`config.mk`:
```
export PLATFORM = sky130hd
export DESIGN_NAME = uart_fifo_transmitter_flat
export DESIGN_NICKNAME = d
export VERILOG_FILES = /design/src/rtl/uart_pkg.sv /design/src/rtl/uart_fifo_transmitter_if.sv /design/src/rtl/uart_tx_fifo.sv /design/src/rtl/uart_fifo_transmitter.sv /design/src/flat_wrapper.sv
export SDC_FILE = /design/constraint.sdc
export NUM_CORES = 1
export LEC_CHECK = 0
export BUFFER_PORTS_ARGS = -buffer_cell sky130_fd_sc_hd__buf_4
export CORE_MARGIN = 4
export CORE_UTILIZATION = 58
export CTS_BUF_LIST = sky130_fd_sc_hd__clkbuf_4 sky130_fd_sc_hd__clkbuf_8
export CTS_CLUSTER_DIAMETER = 40
export CTS_CLUSTER_SIZE = 24
export DETAILED_ROUTE_END_ITERATION = 8
export GPL_ROUTABILITY_DRIVEN = 1
export HOLD_SLACK_MARGIN = 0.06
export PLACE_DENSITY = 0.85
export SYNTH_ARGS = -nofsm -noshare
export SYNTH_HDL_FRONTEND = slang
export SYNTH_SLANG_ARGS = --single-unit
```
`constraint.sdc`:
```
create_clock -name clk -period 7.2 [get_ports clk]
set_input_delay 0.72 -clock clk [delete_from_list [all_inputs] [get_ports clk]]
set_output_delay 0.72 -clock clk [all_outputs]
set_load 0.02 [all_outputs]
```
`src/rtl/uart_pkg.sv`:
```
// Shared definitions for the FIFO-fed UART transmitter: baud divider table,
// parity encoding and transmitter FSM states.
package uart_pkg;

    typedef enum logic [2:0] {
        ST_IDLE,
        ST_START,
        ST_DATA,
        ST_PARITY,
        ST_STOP
    } tx_state_e;

    typedef enum logic [1:0] {
        PAR_NONE = 2'b00,
        PAR_EVEN = 2'b01,
        PAR_ODD  = 2'b10,
        PAR_MARK = 2'b11
    } parity_e;

    localparam int OVERSAMPLE = 16;
    // Wide enough for the slowest bit: 16 * 10417 - 1.
    localparam int BAUD_CNT_W = 18;

    function automatic int baud_div(input logic [2:0] code);
        case (code)
            3'd0:    return 10417;
            3'd1:    return 2604;
            3'd2:    return 651;
            3'd3:    return 326;
            3'd4:    return 163;
            3'd5:    return 81;
            3'd6:    return 54;
            default: return 27;
        endcase
    endfunction

    function automatic logic [BAUD_CNT_W-1:0] bit_last(input logic [2:0] code);
        return BAUD_CNT_W'(OVERSAMPLE * baud_div(code) - 1);
    endfunction

    function automatic logic parity_bit(input logic [8:0] d, input parity_e mode);
        case (mode)
            PAR_EVEN: return ^d;
            PAR_ODD:  return ~^d;
            PAR_MARK: return 1'b1;
            default:  return 1'b0;
        endcase
    endfunction

endpackage

```
`src/rtl/uart_fifo_transmitter_if.sv`:
```
// Host-side bundle of the UART transmitter: write port, line configuration,
// serial output and status flags.
interface uart_fifo_transmitter_if #(parameter int DATA_W = 8);
    logic [DATA_W-1:0] Tx_DATA;
    logic              Tx_WR;
    logic              Tx_EN;
    logic [2:0]        baud_select;
    logic [1:0]        parity_mode;
    logic              stop2;
    logic              TxD;
    logic              Tx_BUSY;
    logic              Tx_FULL;
    logic              Tx_EMPTY;
    logic              Tx_OVR;

    modport master (
        output Tx_DATA, Tx_WR, Tx_EN, baud_select, parity_mode, stop2,
        input  TxD, Tx_BUSY, Tx_FULL, Tx_EMPTY, Tx_OVR
    );

    modport slave (
        input  Tx_DATA, Tx_WR, Tx_EN, baud_select, parity_mode, stop2,
        output TxD, Tx_BUSY, Tx_FULL, Tx_EMPTY, Tx_OVR
    );
endinterface

```
`src/rtl/uart_tx_fifo.sv`:
```
// Transmit FIFO with extra-bit pointers; a push into a full FIFO succeeds
// only when a pop happens in the same cycle, otherwise it raises ovr.
module uart_tx_fifo #(
    parameter int DATA_W     = 8,
    parameter int FIFO_DEPTH = 4
) (
    input  logic              clk,
    input  logic              reset,
    input  logic              wr,
    input  logic [DATA_W-1:0] wdata,
    input  logic              rd,
    output logic [DATA_W-1:0] rdata,
    output logic              full,
    output logic              empty,
    output logic              ovr
);
    localparam int AW = $clog2(FIFO_DEPTH);

    logic [AW:0]       wr_ptr, rd_ptr;
    logic [DATA_W-1:0] mem [FIFO_DEPTH];
    logic              do_rd, do_wr;

    assign empty = (wr_ptr == rd_ptr);
    assign full  = (wr_ptr[AW] != rd_ptr[AW]) && (wr_ptr[AW-1:0] == rd_ptr[AW-1:0]);
    assign do_rd = rd && !empty;
    assign do_wr = wr && (!full || do_rd);
    assign rdata = mem[rd_ptr[AW-1:0]];

    always_ff @(posedge clk or negedge reset) begin
        if (!reset) begin
            wr_ptr <= '0;
            rd_ptr <= '0;
            ovr    <= 1'b0;
        end else begin
            if (do_wr) wr_ptr <= wr_ptr + 1'b1;
            if (do_rd) rd_ptr <= rd_ptr + 1'b1;
            ovr <= wr && !do_wr;
        end
    end

    always_ff @(posedge clk) begin
        if (do_wr) mem[wr_ptr[AW-1:0]] <= wdata;
    end
endmodule

```
`src/rtl/uart_fifo_transmitter.sv`:
```
// FIFO-fed UART transmitter: frames start/data/parity/stop with per-frame
// configuration latched at the pop; dropping Tx_EN aborts the current frame.
module uart_fifo_transmitter
    import uart_pkg::*;
#(
    parameter int DATA_W     = 8,
    parameter int FIFO_DEPTH = 4
) (
    input  logic                    clk,
    input  logic                    reset,
    uart_fifo_transmitter_if.slave  bus
);
    localparam int IDX_W = $clog2(DATA_W);

    tx_state_e               state, state_nxt;
    logic                    pop, fifo_full, fifo_empty, fifo_ovr;
    logic [DATA_W-1:0]       fifo_rdata, shreg;
    logic [BAUD_CNT_W-1:0]   cnt, bit_last_q;
    logic [IDX_W-1:0]        bit_idx;
    logic                    stop_idx, stop2_q, par_q, par_en_q;
    logic                    bit_end, last_data, stop_done, txd;

    uart_tx_fifo #(.DATA_W(DATA_W), .FIFO_DEPTH(FIFO_DEPTH)) u_fifo (
        .clk   (clk),
        .reset (reset),
        .wr    (bus.Tx_WR),
        .wdata (bus.Tx_DATA),
        .rd    (pop),
        .rdata (fifo_rdata),
        .full  (fifo_full),
        .empty (fifo_empty),
        .ovr   (fifo_ovr)
    );

    assign bit_end   = (cnt == bit_last_q);
    assign last_data = (bit_idx == IDX_W'(DATA_W - 1));
    assign stop_done = (stop_idx == stop2_q);

    always_ff @(posedge clk or negedge reset) begin
        if (!reset) state <= ST_IDLE;
        else        state <= state_nxt;
    end

    always_comb begin
        state_nxt = state;
        pop       = 1'b0;
        case (state)
            ST_IDLE: if (bus.Tx_EN && !fifo_empty) begin
                pop       = 1'b1;
                state_nxt = ST_START;
            end
            ST_START:  if (bit_end) state_nxt = ST_DATA;
            ST_DATA:   if (bit_end && last_data) state_nxt = par_en_q ? ST_PARITY : ST_STOP;
            ST_PARITY: if (bit_end) state_nxt = ST_STOP;
            ST_STOP: if (bit_end && stop_done) begin
                // Chain straight into the next start bit when work is queued.
                if (bus.Tx_EN && !fifo_empty) begin
                    pop       = 1'b1;
                    state_nxt = ST_START;
                end else begin
                    state_nxt = ST_IDLE;
                end
            end
            default: state_nxt = ST_IDLE;
        endcase
        if (state != ST_IDLE && !bus.Tx_EN) begin
            pop       = 1'b0;
            state_nxt = ST_IDLE;
        end
    end

    always_ff @(posedge clk or negedge reset) begin
        if (!reset) begin
            cnt        <= '0;
            bit_last_q <= '0;
            bit_idx    <= '0;
            stop_idx   <= 1'b0;
            shreg      <= '0;
            par_q      <= 1'b0;
            par_en_q   <= 1'b0;
            stop2_q    <= 1'b0;
        end else if (pop) begin
            cnt        <= '0;
            bit_idx    <= '0;
            stop_idx   <= 1'b0;
            shreg      <= fifo_rdata;
            bit_last_q <= bit_last(bus.baud_select);
            par_en_q   <= (parity_e'(bus.parity_mode) != PAR_NONE);
            par_q      <= parity_bit(9'(fifo_rdata), parity_e'(bus.parity_mode));
            stop2_q    <= bus.stop2;
        end else if (state != ST_IDLE) begin
            if (bit_end) begin
                cnt <= '0;
                if (state == ST_DATA) begin
                    shreg   <= shreg >> 1;
                    bit_idx <= bit_idx + 1'b1;
                end
                if (state == ST_STOP) stop_idx <= 1'b1;
            end else begin
                cnt <= cnt + 1'b1;
            end
        end
    end

    always_comb begin
        txd = 1'b1;
        case (state)
            ST_START:  txd = 1'b0;
            ST_DATA:   txd = shreg[0];
            ST_PARITY: txd = par_q;
            default:   txd = 1'b1;
        endcase
    end

    assign bus.TxD      = txd;
    assign bus.Tx_BUSY  = (state != ST_IDLE);
    assign bus.Tx_FULL  = fifo_full;
    assign bus.Tx_EMPTY = fifo_empty;
    assign bus.Tx_OVR   = fifo_ovr;
endmodule

```
`src/flat_wrapper.sv`:
```
// flat-port wrapper written by rule: the top's interface ports become plain ports
module uart_fifo_transmitter_flat import uart_pkg::*;
#(
    parameter int DATA_W     = 8,
    parameter int FIFO_DEPTH = 4
)
  (clk, reset, bus_Tx_DATA, bus_Tx_WR, bus_Tx_EN, bus_baud_select, bus_parity_mode, bus_stop2, bus_TxD, bus_Tx_BUSY, bus_Tx_FULL, bus_Tx_EMPTY, bus_Tx_OVR);
  uart_fifo_transmitter_if #(.DATA_W(DATA_W)) bus_i ();
  input  logic clk;
  input  logic reset;
  input wire logic [$bits(bus_i.Tx_DATA)-1:0] bus_Tx_DATA;
  input wire logic [$bits(bus_i.Tx_WR)-1:0] bus_Tx_WR;
  input wire logic [$bits(bus_i.Tx_EN)-1:0] bus_Tx_EN;
  input wire logic [$bits(bus_i.baud_select)-1:0] bus_baud_select;
  input wire logic [$bits(bus_i.parity_mode)-1:0] bus_parity_mode;
  input wire logic [$bits(bus_i.stop2)-1:0] bus_stop2;
  output wire logic [$bits(bus_i.TxD)-1:0] bus_TxD;
  output wire logic [$bits(bus_i.Tx_BUSY)-1:0] bus_Tx_BUSY;
  output wire logic [$bits(bus_i.Tx_FULL)-1:0] bus_Tx_FULL;
  output wire logic [$bits(bus_i.Tx_EMPTY)-1:0] bus_Tx_EMPTY;
  output wire logic [$bits(bus_i.Tx_OVR)-1:0] bus_Tx_OVR;
  assign bus_i.Tx_DATA = bus_Tx_DATA;
  assign bus_i.Tx_WR = bus_Tx_WR;
  assign bus_i.Tx_EN = bus_Tx_EN;
  assign bus_i.baud_select = bus_baud_select;
  assign bus_i.parity_mode = bus_parity_mode;
  assign bus_i.stop2 = bus_stop2;
  assign bus_TxD = bus_i.TxD;
  assign bus_Tx_BUSY = bus_i.Tx_BUSY;
  assign bus_Tx_FULL = bus_i.Tx_FULL;
  assign bus_Tx_EMPTY = bus_i.Tx_EMPTY;
  assign bus_Tx_OVR = bus_i.Tx_OVR;
  uart_fifo_transmitter #(.DATA_W(DATA_W), .FIFO_DEPTH(FIFO_DEPTH)) u_core (.clk(clk), .reset(reset), .bus(bus_i));
endmodule
```
==> flow_summary.ini <==
[logic_synthesis]
synth-async-reset-ratio_pct = 64.4
syn-cell-area_mm2 = 0.00449
synth_enable_flop_cells = 32
synth_fa_ha_area_share_pct = 2.51
syn-mean-instance-area_um2 = 12.7
synth_compound_area_share_pct = 11.4
synth_fp_nets = 380
yosysTopAreaCell = sky130_fd_sc_hd__dfrtp_1
synthFlopType = sky130_fd_sc_hd__dfrtp_1
yosys_warnings = 0
yosys.area.top_type_share_pct = 32.3
postSynthRegisterBits = 90
synth_sequential_area_ratio_pct = 53.7
netlist-cell-type-count = 64
synth_top_family_by_area = compound AO/OA/AOI/OAI gates
syn-instance-count = 353
ys_top_cells_by_area = sky130_fd_sc_hd__dfrtp_1 32%, sky130_fd_sc_hd__edfxtp_1 21%, sky130_fd_sc_hd__xnor2_1 6.8%
synth.area.mux_share_pct = 8.31
synth_xor_xnor_area_share_pct = 9.53
yosys.area_share.simple_pct = 10.9

[floorplanning]
die_width_um = 96.0
top_level_ports = 23
num_rows = 31
fp.dieH_um = 96.0
initial_utilization_pct = 60.9
coreArea_mm2 = 0.00737
floorplan.die_area_mm2 = 0.00921

[detailed_routing]
detail_route.first_pass.iterations = 4
drt-vias-per-instance = 5.95
ant_nets = 0
total_wirelength_um = 8670
vias = 2816
drc_errors = 0
avg_wl_per_cell_um = 18.3
dr.first_iter.drc_count = 192

[pwr]
pwr-share-clk_pct = 18.1
swShare_pct = 37.5
power.static_leakage_nw = 1.96
internal_power_w = 0.00118
peakVddDrop_mv = 0.213
switchingPower_w = 0.000705
combPwrFrac_pct = 39.1
cellPowerDensity_mw_per_mm2 = 386
power_frac_seq_pct = 42.8

[grt]
grt_use_total_pct = 21.5
grt_antenna_before_repair = 0
grt_first_pass_wirelength_um = 14800
grt_start_max_net_pins = 59
grt_overflow = 0
first_global_vias = 2919

[placed_design]
dp.final_hpwl_um = 6190
dpl-instance-area_mm2 = 0.00468
final_replace_weighted_congestion = 0.855
io_buffer_count = 22

[sta]
grt_setup_unrepaired = no
fin_skew_ps = 17.9
fmaxAchievable_mhz = 322
layout_min_cycle_time_ps = 3110
hold_ws_ps = 403
max_slew.worst_pin.slew_ps = 811
drv_slew = 0
max-slew-margin-rel_pct = 45.9
hold_violations = 0
min_period_over_period_pct = 43.1
tns_ps = 0
setup_viol_count_final = 0

[clock_network]
number_of_gates_resized_after_cts = 0
clock_sinks = 90
hold_buffers = 0
numCtsBuffers = 9
cts_tree = built
cts_root_buffer = sky130_fd_sc_hd__clkbuf_8
cts_setup_buffers = 0
h-tree-depth = 3
path_clk_slew_ps = 110
cts_max_path_buffers = 2
clk_latency_ps = 370

[critical_path]
reg2reg_depth = 5
cp-start-kind = register
crit_end_category = register
worstSetupPathType = register to register
worst_path_arrival_time_ps = 3110
critPathMaxStageDelay_ps = 760
critical-path-slowest-cell = sky130_fd_sc_hd__a311oi_2
worst_path_dominant_cell_family = compound AO/OA/AOI/OAI gates
cp_data_required_time_ps = 7200
crit_path_max_fanout = 18
cells_along_the_critical_path = xnor2_2 -> a31o_4 -> or2_1 -> nand3b_4 -> a311oi_2
path_buf_inv = 0
cp.depth = 5

[finish]
final_area_mm2 = 0.00488
drive_above_1_share_pct = 19.5
flow.area_growth_from_synthesis_pct = 8.73
num-fill-cells = 556
antenna_cells = 0
finalNetCount = 396

[min_path]
worst_hold_path_type = input pin to asynchronous set/reset pin

[run]
max_cap_violations = 0

[run_status]
outcome = completed
[power groups by stage]
| stage | combinational (W) | clock [W] | sequential, W |
|---|---|---|---|
| after floorplan | 0.000631 | 0 | 0.000754 |
| final | 0.000736 | 0.000340 | 0.000805 |
| after CTS | 0.000742 | 0.000345 | 0.000805 |
| after detailed placement | 0.000732 | 0 | 0.000815 |
| after global routing | 0.000806 | 0.000369 | 0.000822 |
| after global placement | 0.000703 | 0 | 0.000806 |
[worst register-to-register path: stages (launching register included)]
cell and delay (ps):
sky130_fd_sc_hd__dfrtp_1 720, sky130_fd_sc_hd__xnor2_2 170, sky130_fd_sc_hd__a31o_4 300, sky130_fd_sc_hd__or2_1 440, sky130_fd_sc_hd__nand3b_4 330, sky130_fd_sc_hd__a311oi_2 760
[layout by cell type, fill, tap and decap left out, types with 6 or more instances in the layout]
cell and count:
sky130_fd_sc_hd__dfrtp_1 58, sky130_fd_sc_hd__xnor2_1 35, sky130_fd_sc_hd__edfxtp_1 32, sky130_fd_sc_hd__nor2_1 28
sky130_fd_sc_hd__buf_4 23, sky130_fd_sc_hd__inv_1 16, sky130_fd_sc_hd__xor2_1 12, sky130_fd_sc_hd__mux2_2 12
sky130_fd_sc_hd__nand2_1 10, sky130_fd_sc_hd__o21ai_0 10, sky130_fd_sc_hd__ha_1 9, sky130_fd_sc_hd__clkbuf_8 9
sky130_fd_sc_hd__nand4_1 8, sky130_fd_sc_hd__nor3_1 8, sky130_fd_sc_hd__a21oi_1 7, sky130_fd_sc_hd__o32ai_1 7
sky130_fd_sc_hd__nand3_1 7, sky130_fd_sc_hd__and3_1 6
[cell type report]
type / instances / area (um2) / area share [%]
sequential: 90 / 2410 / 49.4
multi-input combinational: 228 / 1910 / 39.2
timing repair buffer: 23 / 173 / 3.54
clock buffer: 9 / 124 / 2.54
tap: 99 / 124 / 2.54
clock inverter: 7 / 71.3 / 1.46
inverter: 17 / 63.8 / 1.31
[per-stage QoR]
| stage | total power, W | std cells | setup WS [ps] | utilization [%] |
|---|---|---|---|---|
| finish | 0.00188 | 473 | 4090 | 66.2 |
| global route | 0.00200 | 473 | 3870 | 66.2 |
| CTS | 0.00189 | 473 | 4090 | 66.2 |
| detailed placement | 0.00155 | 457 | 4120 | 63.6 |
| global placement | 0.00151 | 457 | 4270 | 63.6 |
| floorplan | 0.00139 | 353 | 4700 | - |
[Yosys cell counts (6+ instances only)]
library cell / n
sky130_fd_sc_hd__mux2_2: 12
sky130_fd_sc_hd__nor3_1: 8
sky130_fd_sc_hd__nand2_1: 10
sky130_fd_sc_hd__a21oi_1: 7
sky130_fd_sc_hd__o32ai_1: 7
sky130_fd_sc_hd__o21ai_0: 10
sky130_fd_sc_hd__xor2_1: 12
sky130_fd_sc_hd__clkbuf_1: 9
sky130_fd_sc_hd__nor2_1: 28
sky130_fd_sc_hd__nand3_1: 7
sky130_fd_sc_hd__xnor2_1: 35
sky130_fd_sc_hd__nand4_1: 8
sky130_fd_sc_hd__ha_1: 9
sky130_fd_sc_hd__and3_1: 6
sky130_fd_sc_hd__inv_1: 16
sky130_fd_sc_hd__edfxtp_1: 32
sky130_fd_sc_hd__dfrtp_1: 58
[cells by family (layout without fill, tap and decap cells)]
group | Yosys count | after routing
AOI/OAI and AO/OA | 58 | 58
xor gates and xnor gates | 48 | 48
adders and majority gates | 9 | 9
buffers and inverters | 35 | 56
DFF | 90 | 90
muxes | 24 | 24
and+or+nand+nor | 89 | 89
[per-layer routing]
layer,up-vias,track usage [%],wire length (um)
li1,1319,-,-
met1,1402,30.7,3900
met2,80,33.1,4120
met3,15,3.52,514
met4,0,8.06,138
met5,-,0,0
[sequential cells by signal, summed over array words and instances, names as in the netlist]
register	count
u_core.state	3
u_core.stop2_q	1
u_core.bit_idx	3
u_core.stop_idx	1
u_core.par_en_q	1
u_core.par_q	1
u_core.u_fifo.rd_ptr	3
u_core.cnt	18
u_core.u_fifo.ovr	1
u_core.bit_last_q	15
u_core.shreg	8
u_core.u_fifo.wr_ptr	3
u_core.u_fifo.mem	32
[path summary, 6_finish.rpt]
kind / slack [ps] / start / endpoint
max in group asynchronous: 6310 / reset / u_core.u_fifo.wr_ptr[0]$_DFFE_PN0P_
max: 4090 / u_core.u_fifo.rd_ptr[0]$_DFFE_PN0P_ / u_core.u_fifo.mem[3][0]$_DFFE_PP_
max reg2reg: 4090 / u_core.u_fifo.rd_ptr[0]$_DFFE_PN0P_ / u_core.u_fifo.mem[3][0]$_DFFE_PP_
min reg2reg: 520 / u_core.u_fifo.wr_ptr[2]$_DFFE_PN0P_ / u_core.u_fifo.wr_ptr[2]$_DFFE_PN0P_
min: 400 / reset / u_core.cnt[9]$_DFFE_PN0P_
min in group clk: 520 / u_core.u_fifo.wr_ptr[2]$_DFFE_PN0P_ / u_core.u_fifo.wr_ptr[2]$_DFFE_PN0P_
No activity file was read; power rests on OpenSTA's default activity.
